### src/rtl/router_ingress_pipe.sv
// ---------------------------------------------------------------------------
// router_ingress_pipe
//
// Parametrised ingress stage of the router. A shared flit bus is written into
// one small FIFO per port, selected by one-hot (or multi-hot) write strobes.
// On every advance pulse each port's FIFO head moves into that port's output
// register, tagged with a valid bit and a 2-bit age. An empty FIFO produces an
// all-zero bubble instead. The outputs feed the arbitration/permutation stage.
//
// Parameters
//   NUM_PORTS : number of ports (default 5: 0=N, 1=S, 2=E, 3=W, 4=L)
//   FLIT_W    : flit payload width
//   DEPTH     : FIFO entries per port, power of two, at least 2
//   OUT_W     : derived output word width per port (FLIT_W + 3), internal only
//
// Ports
//   clksig   in   clock, rising edge
//   rstsig   in   synchronous active-high reset
//   inc      in   shared input flit bus [FLIT_W]
//   wr_sig   in   per-port write strobe [NUM_PORTS]
//   adv      in   pipeline advance: pop every non-empty FIFO into its output
//   out_bus  out  port p at [p*OUT_W +: OUT_W], format {vld, age[1:0], flit}
//   full     out  per-port FIFO full, registered
//   empty    out  per-port FIFO empty, registered
//   drop_cnt out  per-port 8-bit saturating count of dropped writes,
//                 port p at [p*8 +: 8]; present only when the macro
//                 ROUTER_INGRESS_DROP_CNT_EN is defined
// ---------------------------------------------------------------------------
module router_ingress_pipe #(
  parameter int NUM_PORTS = 5,
  parameter int FLIT_W    = 7,
  parameter int DEPTH     = 2
) (
  input  logic                              clksig,
  input  logic                              rstsig,
  input  logic [FLIT_W-1:0]                 inc,
  input  logic [NUM_PORTS-1:0]              wr_sig,
  input  logic                              adv,
  output logic [NUM_PORTS*(FLIT_W+3)-1:0]   out_bus,
  output logic [NUM_PORTS-1:0]              full,
  output logic [NUM_PORTS-1:0]              empty
`ifdef ROUTER_INGRESS_DROP_CNT_EN
  ,
  output logic [NUM_PORTS*8-1:0]            drop_cnt
`endif
);

  localparam int OUT_W = FLIT_W + 3;
  localparam int AW    = $clog2(DEPTH);

  for (genvar p = 0; p < NUM_PORTS; p++) begin : g_port

    // Storage for flit payloads and the age tag of each slot. Slot ages are
    // aged unconditionally; a slot's age is forced to 0 when it is written,
    // so stale ages in unoccupied slots never become visible.
    logic [FLIT_W-1:0] r_mem [DEPTH];
    logic [1:0]        r_age [DEPTH];

    // Pointers carry one extra wrap bit so full and empty can be told apart
    // when the index bits are equal.
    logic [AW:0]       r_wptr;
    logic [AW:0]       r_rptr;
    logic              r_full;
    logic              r_empty;
    logic [OUT_W-1:0]  r_out;

    logic              w_push;
    logic              w_pop;
    logic [AW:0]       w_wptrNext;
    logic [AW:0]       w_rptrNext;
    logic [AW-1:0]     w_wIdx;
    logic [AW-1:0]     w_rIdx;

    // Push/pop decisions for this port. A write to a full FIFO is still
    // accepted when an advance in the same cycle pops the head, because a
    // full FIFO is never empty and the pop frees exactly one slot.
    always_comb begin
      w_pop      = adv & ~r_empty;
      w_push     = wr_sig[p] & (~r_full | adv);
      w_wIdx     = r_wptr[AW-1:0];
      w_rIdx     = r_rptr[AW-1:0];
      w_wptrNext = r_wptr + {{AW{1'b0}}, w_push};
      w_rptrNext = r_rptr + {{AW{1'b0}}, w_pop};
    end

    // Pointer, flag, age and output-register update. The flags are computed
    // from the next pointer values so they describe occupancy after the edge.
    // The head is read from the current pointer, so a flit written on this
    // edge cannot be popped until the following edge (no bypass).
    always_ff @(posedge clksig) begin
      if (rstsig) begin
        r_wptr  <= '0;
        r_rptr  <= '0;
        r_full  <= 1'b0;
        r_empty <= 1'b1;
        r_out   <= '0;
        for (int i = 0; i < DEPTH; i++) begin
          r_age[i] <= 2'd0;
        end
      end else begin
        r_wptr  <= w_wptrNext;
        r_rptr  <= w_rptrNext;
        r_full  <= (w_wptrNext[AW] != w_rptrNext[AW]) &&
                   (w_wptrNext[AW-1:0] == w_rptrNext[AW-1:0]);
        r_empty <= (w_wptrNext == w_rptrNext);

        for (int i = 0; i < DEPTH; i++) begin
          r_age[i] <= (r_age[i] == 2'd3) ? 2'd3 : r_age[i] + 2'd1;
        end

        if (w_push) begin
          r_mem[w_wIdx] <= inc;
          r_age[w_wIdx] <= 2'd0;
        end

        if (adv) begin
          r_out <= w_pop ? {1'b1, r_age[w_rIdx], r_mem[w_rIdx]} : '0;
        end
      end
    end

    assign out_bus[p*OUT_W +: OUT_W] = r_out;
    assign full[p]                   = r_full;
    assign empty[p]                  = r_empty;

`ifdef ROUTER_INGRESS_DROP_CNT_EN
    logic [7:0] r_dropCnt;
    logic       w_drop;

    // A drop is a write strobe that finds the FIFO full with no pop to make
    // room in the same cycle.
    always_comb begin
      w_drop = wr_sig[p] & r_full & ~adv;
    end

    // Saturating drop counter, cleared by reset.
    always_ff @(posedge clksig) begin
      if (rstsig) begin
        r_dropCnt <= 8'd0;
      end else if (w_drop && (r_dropCnt != 8'hFF)) begin
        r_dropCnt <= r_dropCnt + 8'd1;
      end
    end

    assign drop_cnt[p*8 +: 8] = r_dropCnt;
`endif

  end : g_port

endmodule

### config.mk
export PLATFORM = sky130hd
export DESIGN_NAME = router_ingress_pipe
export DESIGN_NICKNAME = d
export VERILOG_FILES = /design/src/rtl/router_ingress_pipe.sv
export SDC_FILE = /design/constraint.sdc
export NUM_CORES = 1
export LEC_CHECK = 0
export CORE_MARGIN = 3
export CORE_UTILIZATION = 35
export DETAILED_ROUTE_END_ITERATION = 7
export PLACE_DENSITY = 0.55
export SYNTH_ARGS = -nofsm -noshare
export SYNTH_HDL_FRONTEND = slang
export SYNTH_SLANG_ARGS = --single-unit
### constraint.sdc
create_clock -name clksig -period 1.6 [get_ports clksig]
set_clock_uncertainty 0.05 [all_clocks]
set_input_delay 0.4 -clock clksig [delete_from_list [all_inputs] [get_ports clksig]]
set_output_delay 0.4 -clock clksig [all_outputs]
set_load 0.01 [all_outputs]
==> impl_results.md, run 1 <==
- Status: completed
- Power per cell area: 1260 nW/µm²
- Mux contribution to synthesized area: 0.0759
- Row cnt: 49
- Area fraction in compound gates after synthesis: 0.0870
- Post-synth EDFFs: 70
- # DRC: 0
- Slew Viols, Final: 0
- Most frequent cells after synthesis: 100 x dfxtp_1, 71 x nor2_1, 70 x edfxtp_1, 56 x nor2b_1, 45 x a21oi_1
- Setup bufs post-CTS: 0
- Critical path launch point: g_port[2].r_full$_SDFF_PP0_
- Cts hold-fix bufs: 0
- Area growth, synth to finish: 26.0%
- Simple-Gate Fraction of Synth Area: 0.126
- GRT Residual Overflow: 0
- Vias in the first global route: 4291
- Post-Synth Adder-Cell Area: 0.0187
- Crit-path leading delay family: flip-flops
- Placed Area: 7980 µm²
- FF-to-FF setup slack: 0.15 ns
- DIE HEIGHT: 144 µm
- Mapped Cells: 531
- Met1 Usage GRT: 0.176
- Crit path depth: 1
- CTS Sinks: 170
- Grt met3 use: 0.0241
- Post-synthesis sequential area ratio: 0.615
- Ys flop type: dfxtp_1
- Yosys warns: 0
- Kind of critical path: flip-flop to output pin
- Initial antenna violation count: 0
- First drt pass iteration count: 4
- RR Startpoint: g_port[4].r_full$_SDFF_PP0_
- Worst r2r dst: g_port[4].r_empty$_SDFF_PP1_
- GRT Total Usage: 0.139
- Final ANT Viol Nets: 0
- Input/output buffers: 74
- Synthesized Nets: 556
- H-tree depth: 4
- Most frequent cell after synthesis: dfxtp_1
- Final setup vio count: 0
- Worst Setup Start Kind: flip-flop
- CP Data Required Time: 1.15 ns
- Post-synthesis instance area: 6680 µm²
- CTS Root Cell: clkbuf_16
- Detail Placement HPWL: 9470 µm
- Routed length per instance: 15.4 µm
- Nets: 668
- Worst-path cell chain: dlygate4sd2_1
- Max-slew headroom: 0.642
- Core box area: 18300 µm²
- First-pass GRT wire length: 22200 µm
- Clock latency on the worst-skew pair: 0.40 ns
- Synth unique cells: 27
- CTS Buf Count: 17
- Final Cell Area: 8410 µm²
- Layout cells sized above 1: 0.264
- Via density: 4.63
- Largest family of logic cells by synthesized area: simple AND/OR/NAND/NOR gates
- Largest stage delay, worst path: 0.39 ns
- Final WS setup: 0.0681 ns
- Routed wire length: 13700 µm
- Synth area leaders: edfxtp_1 31%, dfxtp_1 30%, mux2_2 7.3%
- CP Capture Type: output pin
- Largest area contributor in the netlist: edfxtp_1
- Actual slew at the worst max-slew pin: 0.535 ns
- RSZ-0062 raised after global routing: false
- Max cap viols: 0
- Largest net degree at the start of global routing: 23
- Async SR Flop Fraction: 0
- Share of the synthesized area in the top cell type: 0.315
- DP Worst Slack: -0.266 ns
- CP max stage cell: dfxtp_1
- Ant diodes: 0
- Hold Path Class: input port to flip-flop
- CP Max Fanout: 2
- Fmax: 0.653 GHz
- Final period util: 0.957
- CTS tree: yes
- Starting density of the core: 0.364
- Grt met2 use: 0.240
- FILL cells: 1685
- Reg clk slew, reported paths: 0.06 ns
- XOR/XNOR share of the synthesized area: 0.0262
- Design Power: 10.6 mW
- Synthesis-stage register bit count: 170
- Io pins: 75
- Buf/Inv on CP: 1
- Maximum vdd drop: 0.000684 V
- Max Buffers Root-to-Sink: 2
- Syn avg cell area: 12.6 µm²
- Worst Setup EP: full[2]
- Die Wd: 144 µm
- Via count: 4100
- Routability congestion estimate from global placement: 0.740
- Drt first-iter violations: 236
- Lkg Pwr: 3.41 nW
- Total die area: 20800 µm²
- Final hold vios: 0
- Gr busiest metal: met2
- R2R depth: 7
- Min Tclk post-route: 1.53 ns
- CP arrival: 1.08 ns
-- registers in the layout (all words and copies together), names as in the netlist --
| register | cells |
|---|---|
| g_port.r_mem | 70 |
| g_port.r_out | 50 |
| g_port.r_age | 20 |
| g_port.r_rptr | 10 |
| g_port.r_wptr | 10 |
| g_port.r_empty | 5 |
| g_port.r_full | 5 |
-- worst min-delay path by stage --
stage | start | endpoint | slack, ns | cells past startpoint
final | rstsig | g_port[2].r_out[0]$_SDFFE_PP0P_ | 0.17 | 2
after global routing | rstsig | g_port[2].r_out[0]$_SDFFE_PP0P_ | 0.16 | 2
after CTS | rstsig | g_port[2].r_out[0]$_SDFFE_PP0P_ | 0.16 | 2
after detailed placement | g_port[1].r_age[1][0]$_SDFF_PP0_ | g_port[1].r_age[1][0]$_SDFF_PP0_ | 0.42 | 1
after global placement | g_port[4].r_age[0][1]$_SDFF_PP0_ | g_port[4].r_age[0][0]$_SDFF_PP0_ | 0.41 | 2
after floorplan | g_port[1].r_empty$_SDFF_PP1_ | g_port[1].r_out[9]$_SDFFE_PP0P_ | 0.40 | 1
-- area by class of cell --
type,instances,area (µm²),share of cell area
flip-flops and latches,170,4110,0.488
well taps,229,287,0.0341
inverters,17,63.8,0.00759
repair buffers,131,1170,0.140
clock buffers,26,480,0.0571
multi-input cells,306,2270,0.270
clock inverters,6,26.3,0.00312
-- placed cells by master, fill, tap and decap left out, drive strengths merged --
master | synthesis | layout
and3 | 4 | 4
clkbuf | 3 | 26
o221a | 8 | 8
dfxtp | 100 | 100
dlygate4sd2 | 0 | 59
a21oi | 45 | 45
clkdlybuf4s15 | 0 | 1
and2b | 4 | 4
buf | 35 | 59
edfxtp | 70 | 70
a21o | 5 | 5
a221oi | 6 | 6
xnor2 | 20 | 20
ha | 10 | 10
nand2 | 10 | 10
mux2 | 45 | 45
a211oi | 11 | 11
inv | 17 | 17
nand2b | 5 | 5
clkdlybuf4s50 | 0 | 12
nor2 | 71 | 71
nor3 | 6 | 6
nor2b | 56 | 56
clkinv | 0 | 6
-- cell families (layout without fill, tap and decap cells) --
family | count (synthesis) | in the layout
AO/OA/AOI/OAI | 75 | 75
XOR/XNOR | 20 | 20
adder cells (fa/ha/maj) | 10 | 10
buffers and inverters | 55 | 180
flip-flops | 170 | 170
multiplexers | 45 | 45
AND/OR/NAND/NOR | 156 | 156
-- repair_timing --
item                                    4_1_cts  5_1_grt
endpoints found under the setup margin       60        1
resized for setup                            61        1
hold endpoints to repair                      0        0
-- report_power, final --
group	internal, mW	switching [mW]
combinational	0.991	0.917
clock	2.06	1.50
sequential	4.90	0.231
-- per-layer routing --
metal | vias up | part of all wire
met5 | - | 0
met2 | 66 | 0.50
li1 | 2050 | -
met4 | 0 | 0.013
met3 | 12 | 0.028
met1 | 1972 | 0.46
-- worst register-to-register path: cells and delay by family (launching register included) --
kind                     cells  cell delay (ns)
AND/OR/NAND/NOR              2             0.16
flip-flops                   1             0.41
buffers and inverters        1             0.04
AO/OA/AOI/OAI                1             0.16
adder cells (fa/ha/maj)      1             0.18
XOR/XNOR                     2             0.35
-- stage by stage --
stage               TNS, ns  cells  hold slack [ns]   util
floorplan             -4.05    531            0.399      -
global placement     -11.23    853            0.412  0.435
detailed placement   -11.86    853            0.418  0.435
CTS                       0    885            0.162  0.459
global route              0    885            0.164  0.459
finish                    0    885            0.175  0.459
(Power assumes the default switching activity.)
==> run 2, diff against run 1 <==
CORE_ASPECT_RATIO = 1.1   (was default)
==> run 2 against run 1 <==
  * Total power increased by 6.6%
  * Clock power increased by 19%
  * Cell count increased by 1.1%
  * Die area about the same
  * Non-clock buffer count decreased by 4
  * Critical path depth unchanged
  * Maximum frequency decreased by 1.9%
  * Largest cell class unchanged
==> impl_results.md, run 2 (synthesized netlist as in run 1, its figures left out) <==
- Biggest register: g_port.r_mem
- Fmax: 0.640 GHz (-1.9%)
- Routed length per instance: 14.9 µm (-3.2%)
- Total die area: 20800 µm² (about the same)
- GRT Total Usage: 0.137 (-0.00110)
- First drt pass iteration count: 4 (unchanged)
- Routability congestion estimate from global placement: 0.691 (-6.6%)
- Final Core Density: 0.459 (+0.000639)
- Area growth, synth to finish: 27.6%
- Final hold vios: 0 (unchanged)
- GRT Residual Overflow: 0 (unchanged)
- FILL cells: 1735 (+3.0%)
- # DRC: 0 (unchanged)
- Lkg Pwr: 3.45 nW (+1.3%)
- Commonest non-fill, non-tap cell in the layout: dfxtp_1
- Non-filler cells, final: 895 (+1.1%)
- Final WS setup: 0.0384 ns (-0.0297 ns)
- Kind of critical path: flip-flop to output pin
- Max cap viols: 0 (unchanged)
- CTS tree: yes
- CP Max Fanout: 3 (+1)
- Via density: 4.56 (-1.6%)
- Max-slew headroom: 0.679 (+0.0362)
- Max Buffers Root-to-Sink: 2 (unchanged)
- Critical path launch point: g_port[0].r_empty$_SDFF_PP1_
- Initial antenna violation count: 0 (unchanged)
- Worst Setup Start Kind: flip-flop
- CP arrival: 1.11 ns (+0.03 ns)
- Largest net degree at the start of global routing: 33 (+43%)
- First-pass GRT wire length: 21800 µm (-1.4%)
- Setup bufs post-CTS: 0 (unchanged)
- CTS Sinks: 170 (unchanged)
- Final setup vio count: 0 (unchanged)
- Hold path start: adv
- CTS Buf Count: 17 (unchanged)
- Clock latency on the worst-skew pair: 0.42 ns (+0.02 ns)
- Status: completed
- DIE HEIGHT: 151 µm (+4.7%)
- Min Tclk post-route: 1.56 ns (+0.0297 ns)
- Most frequent cells in the layout: 98 x dfxtp_1, 71 x nor2_1, 70 x edfxtp_1, 60 x dlygate4sd2_1, 56 x nor2b_1
- H-tree depth: 4 (unchanged)
- Layout cells sized above 1: 0.273 (+0.00929)
- Slew Viols, Final: 0 (unchanged)
- CTS Root Cell: clkbuf_16
- Input/output buffers: 74 (unchanged)
- Core box area: 18500 µm² (+1.2%)
- Nets: 664 (-0.60%)
- Io pins: 75 (unchanged)
- Buf/Inv on CP: 1 (unchanged)
- Reg clk slew, reported paths: 0.07 ns (about the same)
- Routed wire length: 13400 µm (-2.1%)
- Via count: 4078 (-0.54%)
- Row cnt: 52 (+6.1%)
- Power per cell area: 1330 nW/µm² (+5.3%)
- Actual slew at the worst max-slew pin: 0.481 ns (-0.0541 ns)
- Placed Area: 7960 µm² (-0.16%)
- CP Capture Type: output pin
- Vias in the first global route: 4200 (-2.1%)
- Regs by FF count: g_port.r_mem x70, g_port.r_out x50, g_port.r_age x20
- Die Wd: 138 µm (-4.5%)
- Crit-path leading delay family: flip-flops
- Detail Placement HPWL: 9300 µm (-1.7%)
- Sum Neg Setup Slack: 0 ns (unchanged)
- Worst-path cell chain: dlygate4sd2_1
- RR Startpoint: g_port[3].r_full$_SDFF_PP0_
- Maximum vdd drop: 0.000735 V (+7.4%)
- Hold WS: 0.325 ns (+0.150 ns)
- Placed cells: 863 (+1.2%)
- CP max stage cell: dfxtp_1
- DP Worst Slack: -0.294 ns (-0.0282 ns)
- Starting density of the core: 0.360 (-0.00415)
- CP Data Required Time: 1.15 ns (about the same)
- RSZ-0062 raised after global routing: false
- Largest stage delay, worst path: 0.39 ns (about the same)
- Final period util: 0.976 (+0.0185)
- Final ANT Viol Nets: 0 (unchanged)
- Max FFs per register: 70 (unchanged)
- Hold Path Class: input port to flip-flop
- Design Power: 11.3 mW (+6.6%)
- Ant diodes: 0 (unchanged)
- Drt first-iter violations: 149 (-37%)
- Final Cell Area: 8520 µm² (+1.3%)
-- run 2: routing by layer --
metal | routed length, µm | part of all wire | global-route usage
met5 | 0 | 0 | 0
met4 | 188 | 0.014 | 0.0509
met3 | 393 | 0.029 | 0.0286
met2 | 6730 | 0.50 | 0.227
met1 | 6060 | 0.45 | 0.178
-- run 2: worst paths after layout --
kind	slack (ns)	cells past startpoint	end
worst max register to register	0.13	7	g_port[3].r_empty$_SDFF_PP1_
worst max-delay path	0.04	1	empty[0]
worst min-delay path	0.32	3	g_port[0].r_out[9]$_SDFFE_PP0P_
worst min register to register	0.43	2	g_port[4].r_age[0][0]$_SDFF_PP0_
-- run 2: cell type report --
class                   instances  area [µm²]  area share
well taps                     243         304      0.0357
flip-flops and latches        170        4110       0.482
multi-input cells             306        2270       0.267
inverters                      17        63.8     0.00749
clock inverters                 5        50.0     0.00587
clock buffers                  27         578      0.0679
repair buffers                127        1140       0.134
-- run 2: power by group --
group	switching, mW	internal, mW	leakage (nW)
logic	0.889	1.00	1.68
clock network	1.60	2.64	0.314
registers	0.264	4.90	1.46
total	2.76	8.54	3.45
-- run 2: repair_timing --
item / in CTS / in global routing
gates resized for setup: 62 / 0
setup endpoints to repair: 60 / 0
hold buffers: 0 / 0
==> run 3, diff against run 2 <==
CORE_ASPECT_RATIO = 1.5   (was 1.1)
CORE_MARGIN = 4   (was 3)
clock period = 1.4 ns   (was 1.6 ns; I/O delays follow)
==> run 3 against run 2 <==
  * Sequential share of layout area fell by 1.2 points
  * First-iteration DRC count is 39% higher
  * Hold slack got worse by 0.22 ns
  * Combinational power rose by 34%
  * Clock power increased by 16%
  * Sequential cell count unchanged
  * Largest cell class unchanged
  * Critical path type is now flip-flop to flip-flop
  * Cell count up 2.8%
  * Register-to-register slack got worse by 0.11 ns
  * Global-route usage increased by 0.51 points
  * Clock-buffer cell count fell by 10
==> impl_results.md, run 3 (synthesized netlist as in run 1, its figures left out) <==
- Nets: 680 (+2.4%)
- Worst Setup Start Kind: flip-flop
- Io pins: 75 (unchanged)
- Final setup vio count: 0 (unchanged)
- Cts hold-fix bufs: 0 (unchanged)
- Final Core Density: 0.473 (+0.0134)
- Sum Neg Setup Slack: 0 ns (unchanged)
- Regs by FF count: g_port.r_mem x70, g_port.r_out x50, g_port.r_age x20
- Layout cells sized above 1: 0.460 (+0.187)
- Vias in the first global route: 4494 (+7.0%)
- DIE HEIGHT: 177 µm (+17%)
- R2R depth: 5 (-2)
- Via count: 4219 (+3.5%)
- Status: completed
- FILL cells: 1718 (-0.98%)
- Total die area: 21400 µm² (+3.0%)
- Max cap viols: 0 (unchanged)
- DP Worst Slack: -0.317 ns (-0.0229 ns)
- Slew Viols, Final: 0 (unchanged)
- Die Wd: 121 µm (-12%)
- Final WS setup: 0.0178 ns (-0.0206 ns)
- Drt first-iter violations: 207 (+39%)
- CP Max Fanout: 3 (unchanged)
- CP arrival: 1.65 ns (+0.54 ns)
- # DRC: 0 (unchanged)
- Worst r2r dst: g_port[1].r_empty$_SDFF_PP1_
- Max Buffers Root-to-Sink: 2 (unchanged)
- Min Tclk post-route: 1.38 ns
- Routed length per instance: 15.7 µm (+4.8%)
- Largest net degree at the start of global routing: 25 (-24%)
- CP Capture Type: flip-flop
- Routability congestion estimate from global placement: 0.728 (+5.3%)
- Ant diodes: 0 (unchanged)
- RR Startpoint: g_port[1].r_empty$_SDFF_PP1_
- Hold path depth: 2 (-1)
- CP max stage cell: dfxtp_2
- CTS Buf Count: 17 (unchanged)
- Starting density of the core: 0.358 (-0.00155)
- Power per cell area: 1520 nW/µm² (+15%)
- Kind of critical path: flip-flop to flip-flop
- Final hold vios: 0 (unchanged)
- Fmax: 0.723 GHz
- Initial antenna violation count: 0 (unchanged)
- Max FFs per register: 70 (unchanged)
- Largest stage delay, worst path: 0.35 ns (-0.04 ns)
- CTS Sinks: 170 (unchanged)
- Routed wire length: 14400 µm (+7.7%)
- Hold Path Class: input port to flip-flop
- Area growth, synth to finish: 31.9%
- GRT Total Usage: 0.142 (+0.00507)
- Hold EP: g_port[0].r_out[6]$_SDFFE_PP0P_
- Via density: 4.59 (+0.65%)
- Actual slew at the worst max-slew pin: 0.364 ns (-0.117 ns)
- Hold WS: 0.109 ns (-0.216 ns)
- Row cnt: 61 (+17%)
- H-tree depth: 4 (unchanged)
- Most frequent cells in the layout: 71 x nor2_1, 71 x dfxtp_1, 70 x edfxtp_1, 61 x buf_4
- Lkg Pwr: 3.44 nW (-0.45%)
- Maximum vdd drop: 0.000747 V (+1.6%)
- CTS tree: yes
- Detail Placement HPWL: 10100 µm (+8.3%)
- Final ANT Viol Nets: 0 (unchanged)
- Max-slew headroom: 0.757 (+0.0787)
- Input/output buffers: 74 (unchanged)
- First drt pass iteration count: 4 (unchanged)
- Final period util: 0.987
- Reg clk slew, reported paths: 0.06 ns (about the same)
- RSZ-0062 raised after global routing: true
- Biggest register: g_port.r_mem
- Hold path start: rstsig
- Core box area: 18600 µm² (+0.43%)
- Clock latency on the worst-skew pair: 0.42 ns (about the same)
- CP Data Required Time: 1.67 ns (+0.52 ns)
- First-pass GRT wire length: 23600 µm (+8.1%)
- GRT Residual Overflow: 0 (unchanged)
- FF-to-FF setup slack: 0.02 ns (-0.11 ns)
- Design Power: 13.4 mW (+19%)
- CTS Root Cell: clkbuf_16
- Worst-path cell chain: and2b_2 -> ha_4 -> xnor2_4 -> xnor2_2 -> a21o_1
run 3: cell types whose count changed in the layout (fill, tap and decap cells not counted), moves of 10 or more:
cell / delta
dlygate4sd2_1: -60
buf_2: +54
dfxtp_1: -27
dfxtp_2: +26
buf_4: +14
xnor2_1: -12
ha_4: +10
run 3: how the worst max path moves through the flow:
stage                                               start                           end  slack, ns  cells past startpoint
after floorplan                                       adv  g_port[1].r_empty$_SDFF_PP1_      -0.09                      7
after global placement                          wr_sig[4]   g_port[4].r_full$_SDFF_PP0_      -0.29                      7
after detailed placement                        wr_sig[4]   g_port[4].r_full$_SDFF_PP0_      -0.32                      7
after CTS                 g_port[3].r_out[7]$_SDFFE_PP0P_                   out_bus[37]     0.0004                      1
after global routing          g_port[3].r_full$_SDFF_PP0_  g_port[3].r_empty$_SDFF_PP1_      -0.03                      8
final                        g_port[1].r_empty$_SDFF_PP1_  g_port[1].r_empty$_SDFF_PP1_       0.02                      5
run 3: report_power, final:
group | switching (mW) | leakage, nW | internal (mW)
clock | 1.93 | 0.295 | 2.99
combinational | 1.15 | 1.67 | 1.39
sequential | 0.311 | 1.47 | 5.63
total | 3.39 | 3.44 | 10.0
run 3: timing repair:
action	4_1_cts	5_1_grt
setup endpoints to repair	66	30
gates resized for setup	241	40
setup buffers	6	2
pin swaps	0	6
run 3: area by class of cell:
class | count | area, µm² | area share
multi-input combinational | 306 | 2570 | 0.292
inverter | 17 | 71.3 | 0.00810
clock inverter | 15 | 199 | 0.0226
timing repair buffer | 143 | 1080 | 0.123
clock buffer | 17 | 425 | 0.0483
sequential | 170 | 4140 | 0.470
tap | 252 | 315 | 0.0358
run 3: per-stage QoR:
stage,cells,cell area (µm²)
6_report,920,8810
3_3_place_gp,880,8230
4_1_cts,918,8760
2_1_floorplan,531,6940
5_1_grt,920,8810
3_5_place_dp,880,8230
run 3: worst max-delay path, delay by kind of cell, from the launching register on:
| kind | cells | cell delay, ns |
|---|---|---|
| AO/OA/AOI/OAI | 1 | 0.16 |
| XOR/XNOR | 2 | 0.30 |
| adder cells (fa/ha/maj) | 1 | 0.18 |
| flip-flops | 1 | 0.35 |
| AND/OR/NAND/NOR | 1 | 0.24 |
run 3: metal layers:
layer	vias up	track usage	wire length [µm]
li1	2072	-	-
met5	-	0	0
met4	0	0.0454	172
met3	11	0.0371	461
met1	2073	0.171	6300
met2	63	0.248	7480
==> RTL change 1: new RTL, config.mk and constraints of run 3 <==
Build with the macro `ROUTER_INGRESS_DROP_CNT_EN` defined.
--- a/src/rtl/router_ingress_pipe.sv
+++ b/src/rtl/router_ingress_pipe.sv
@@ -26,6 +26,8 @@
 //                 port p at [p*8 +: 8]; present only when the macro
 //                 ROUTER_INGRESS_DROP_CNT_EN is defined
 // ---------------------------------------------------------------------------
+`define ROUTER_INGRESS_DROP_CNT_EN
+
 module router_ingress_pipe #(
   parameter int NUM_PORTS = 5,
   parameter int FLIT_W    = 7,
Formal check against the unedited RTL (old outputs only; new: drop_cnt): equivalent (equiv_simple and equiv_induct, registers matched by name and starting in step).
==> RTL change 1 against run 3 <==
  * The run now ends with setup timing left
  * Sequential power grew 20%
  * Core utilization grew 3.5 points
  * Maximum frequency shrank 4.8%
  * Total power grew 15%
  * Worst setup slack lost 0.070 ns
  * Synthesized cell count grew 43%
  * Combinational power grew 6%
  * Final area grew 36%
  * Sequential share of layout area shrank 5.0 points
  * Sequential cell count grew 40
  * First-iteration DRC count grew 11%
  * Wire length grew 38%
  * Area after synthesis grew 25%
  * Critical path type is now flop to primary output
  * Highest routed layer unchanged
==> RTL change 1: results (changes against run 3) <==
Multi-In Gates=488 (was 306); outcome=finished with violations (was finished clean); Routed WL=19900 µm (was 14400 µm); Layout Nets=1012 (was 680); failing checks=setup timing; fraction of area in registers=42.1% (was 47.0%); Seq. pwr=7.10 mW (was 5.94 mW); WL met2=10300 µm (was 7480 µm); synth cell count leaders=dfxtp_1, nor2_1, edfxtp_1 (unchanged); wire length on met3=809 µm (was 461 µm); met1 wire length=8440 µm (was 6300 µm); Synth Net Count=791 (was 556); Routability Congestion=0.829 (was 0.728); reg-to-reg critical path startpoint=g_port[1].r_full$_SDFF_PP0_ (was g_port[1].r_empty$_SDFF_PP1_); setup slack after layout=-0.0517 ns (was 0.0178 ns); Placed Area=10900 µm² (was 8230 µm²); vias in the first global route=6358 (was 4494); port buffer count=114 (was 74); Largest regs=g_port.r_mem (70), g_port.r_out (50), g_port.r_dropCnt (40) (was g_port.r_mem (70), g_port.r_out (50), g_port.r_age (20)); clock buffer count from CTS=21 (was 17); final setup fails=2 (was 0); Adder-Cell Fraction of Synth Area=2.25% (was 1.87%); compound-gate portion of the synthesized area=9.08% (was 8.70%); P per Cell Area=1290 nW/µm² (was 1520 nW/µm²); global-route wire length before repair=32400 µm (was 23600 µm); sequential area share after synthesis=58.8% (was 61.5%); Syn Inst Count=761 (was 531)
## RTL change 1: repair_timing
item,in CTS,in global routing
setup buffers,22,9
pin swaps,6,32
endpoints found under the setup margin,125,69
gates resized for setup,503,69
gates cloned,0,0
## RTL change 1: through the flow
stage          hold slack [ns]  TNS (ns)  setup WS (ns)  total power [mW]  utilization, %
2_1_floorplan            0.380    -0.540        -0.0864              8.74               -
3_3_place_gp             0.393    -48.34         -0.466              9.78            46.5
3_5_place_dp             0.401    -49.20         -0.488              9.80            46.5
4_1_cts                 0.0663    -0.150        -0.0681              15.5            49.1
5_1_grt                 0.0719     -1.11        -0.0904              16.1            50.8
6_report                0.0747   -0.0967        -0.0517              15.4            50.8
## RTL change 1: final timing paths
path,slack [ns],depth (start not counted),end
worst max-delay path,-0.05,2,drop_cnt[24]
worst min-delay path,0.07,2,g_port[3].r_out[9]$_SDFFE_PP0P_
worst max register to register,0.01,8,g_port[1].r_empty$_SDFF_PP1_
worst min register to register,0.41,1,g_port[1].r_age[0][0]$_SDFF_PP0_
==> RTL change 2: new RTL, settings of run 3 <==
Made on the original files. Set the parameter `DEPTH` to 4 (it was 2). Comments in the files are not updated.
--- a/src/rtl/router_ingress_pipe.sv
+++ b/src/rtl/router_ingress_pipe.sv
@@ -29,7 +29,7 @@
 module router_ingress_pipe #(
   parameter int NUM_PORTS = 5,
   parameter int FLIT_W    = 7,
-  parameter int DEPTH     = 2
+  parameter int DEPTH     = 4
 ) (
   input  logic                              clksig,
   input  logic                              rstsig,
Behaviour: not the same (Yosys sat finds a counterexample within 4 cycles, from zero or initial values and one cycle with rstsig high).
==> RTL change 2 against run 3 <==
  * The flow now finishes with violations (setup timing)
  * Hold slack improved by 0.029 ns
  * Sequential cell count is 100 higher
  * Critical path depth decreased by 2
  * Area after synthesis rose by 57%
  * Sequential share of layout area decreased by 0.16 points
  * Wire length increased by 56%
  * Total power grew 45%
  * Combinational power grew 28%
  * Final area is 67% higher
  * Worst setup slack worse by 0.23 ns
  * Count of clock-buffer cells in the layout is 19 higher
==> RTL change 2: results (changes against run 3) <==
share of layout cells above drive strength 1=48.7% (was 46.0%); HPWL after detailed placement=15500 µm (was 10100 µm); largest cells by area after synthesis=edfxtp_1, dfxtp_1, mux4_2 (was edfxtp_1, dfxtp_1, mux2_2); overall routing resource usage=13.8% (was 14.2%); Routed WL=22400 µm (was 14400 µm); worst hold path startpoint=adv (was rstsig); WP data arrival=1.22 ns (was 1.65 ns); final setup fails=71 (was 0); Routability Congestion=0.749 (was 0.728); failing checks=setup timing; reg-to-reg critical path startpoint=g_port[0].r_full$_SDFF_PP0_ (was g_port[1].r_empty$_SDFF_PP1_); Post-synth EDFFs=140 (was 70); CTS Buffer Depth=3 (was 2); Layout Nets=963 (was 680); leakage=5.27 nW (was 3.44 nW); Synth Warn #=0 (unchanged); setup slack after layout=-0.216 ns (was 0.0178 ns); reg2reg setup slack=-0.18 ns (was 0.02 ns); Async SR Flop Fraction=0% (unchanged); crit path kind=flop to primary output (was flop to flop); synth cell count leaders=edfxtp_1, dfxtp_1, nor2_1 (was dfxtp_1, nor2_1, edfxtp_1); Crit path max-delay family=buffers and inverters (was flip-flops); hold slack final=0.138 ns (was 0.109 ns); Critical Path Sink=full[0] (was g_port[1].r_empty$_SDFF_PP1_); Avg Inst Size Synth=13.9 µm² (was 12.6 µm²); sequential area share after synthesis=64.9% (was 61.5%); end point of the worst hold path=g_port[1].r_out[9]$_SDFFE_PP0P_ (was g_port[0].r_out[6]$_SDFFE_PP0P_); Peak supply drop=0.701 mV (was 0.747 mV); Worst-Skew Late Latency=0.53 ns (was 0.42 ns); cell count of the worst reg-to-reg path=8 (was 5); outcome=finished with violations (was finished clean); Worst R2R End=g_port[0].r_full$_SDFF_PP0_ (was g_port[1].r_empty$_SDFF_PP1_); Synth Net Count=792 (was 556); Max stage delay cell, worst path=dfxtp_4 (was dfxtp_2); vias in the first global route=6673 (was 4494); initial DRC count=194 (was 207); pin count of the biggest net entering global routing=27 (was 25); max_slew headroom=78.2% (was 75.7%); H-tree levels=1 (was 4); Largest regs=g_port.r_mem (140), g_port.r_out (50), g_port.r_age (40) (was g_port.r_mem (70), g_port.r_out (50), g_port.r_age (20)); final std cells w/o fill=1343 (was 920); setup_tns=-5.52 ns (was 0 ns); global-route wire length before repair=36000 µm (was 23600 µm); worst slack, placed=-0.574 ns (was -0.317 ns); clock buffer count from CTS=26 (was 17); Placed Area=13000 µm² (was 8230 µm²); hold depth=3 (was 2); vias per cell=4.72 (was 4.59); worst-path fanout max=2 (was 3)
RTL change 2: cell types whose count changed after synthesis, sizes merged, moves of 8 or more:
cell           run 3  this run
nor2b             56        70
inv               17        30
mux4               0        45
nand2             10         0
nand3              0        10
clkbuf             3        22
edfxtp            70       140
ha                10        20
o221a              8         0
dfxtp            100       130
nor2              71        95
xor2               0        10
mux2              45         0
RTL change 2: repair_timing:
item | in CTS | in global routing
setup endpoints to repair | 172 | 211
gates resized for setup | 391 | 93
buffers inserted | 5 | 14
pin swaps | 33 | 45
gates cloned | 1 | 0
RTL change 2: layer usage:
| layer | share of wire [%] | vias to the layer above | track usage (%) |
|---|---|---|---|
| met5 | 0 | - | 0 |
| met4 | 2.4 | 0 | 3.85 |
| met3 | 3.2 | 32 | 1.95 |
| met2 | 57 | 81 | 26.8 |
| met1 | 38 | 3156 | 15.7 |
| li1 | - | 3067 | - |
RTL change 2: power breakdown:
part	switching [mW]	total [mW]	leakage (nW)	internal, mW
Clock	2.84	6.97	0.413	4.13
Combinational	1.45	3.25	2.49	1.80
Sequential	0.314	9.13	2.37	8.81
Total	4.61	19.3	5.27	14.7
RTL change 2: cells by family after synthesis:
group,after synthesis,share of synthesized area [%]
AOI/OAI and AO/OA,100,6.44
and+or+nand+nor,215,10.7
adders and majority gates,20,2.38
buffers and inverters,82,3.89
muxes,45,9.66
xor gates and xnor gates,25,2.09
DFF,270,64.9
RTL change 2: final cells by class:
class	count	area (µm²)
fill	2593	14900
clock inverter	12	128
clock buffer	36	719
inverter	30	113
multi-input combinational	405	4220
timing repair buffer	195	2150
sequential	270	6900
tap	395	494
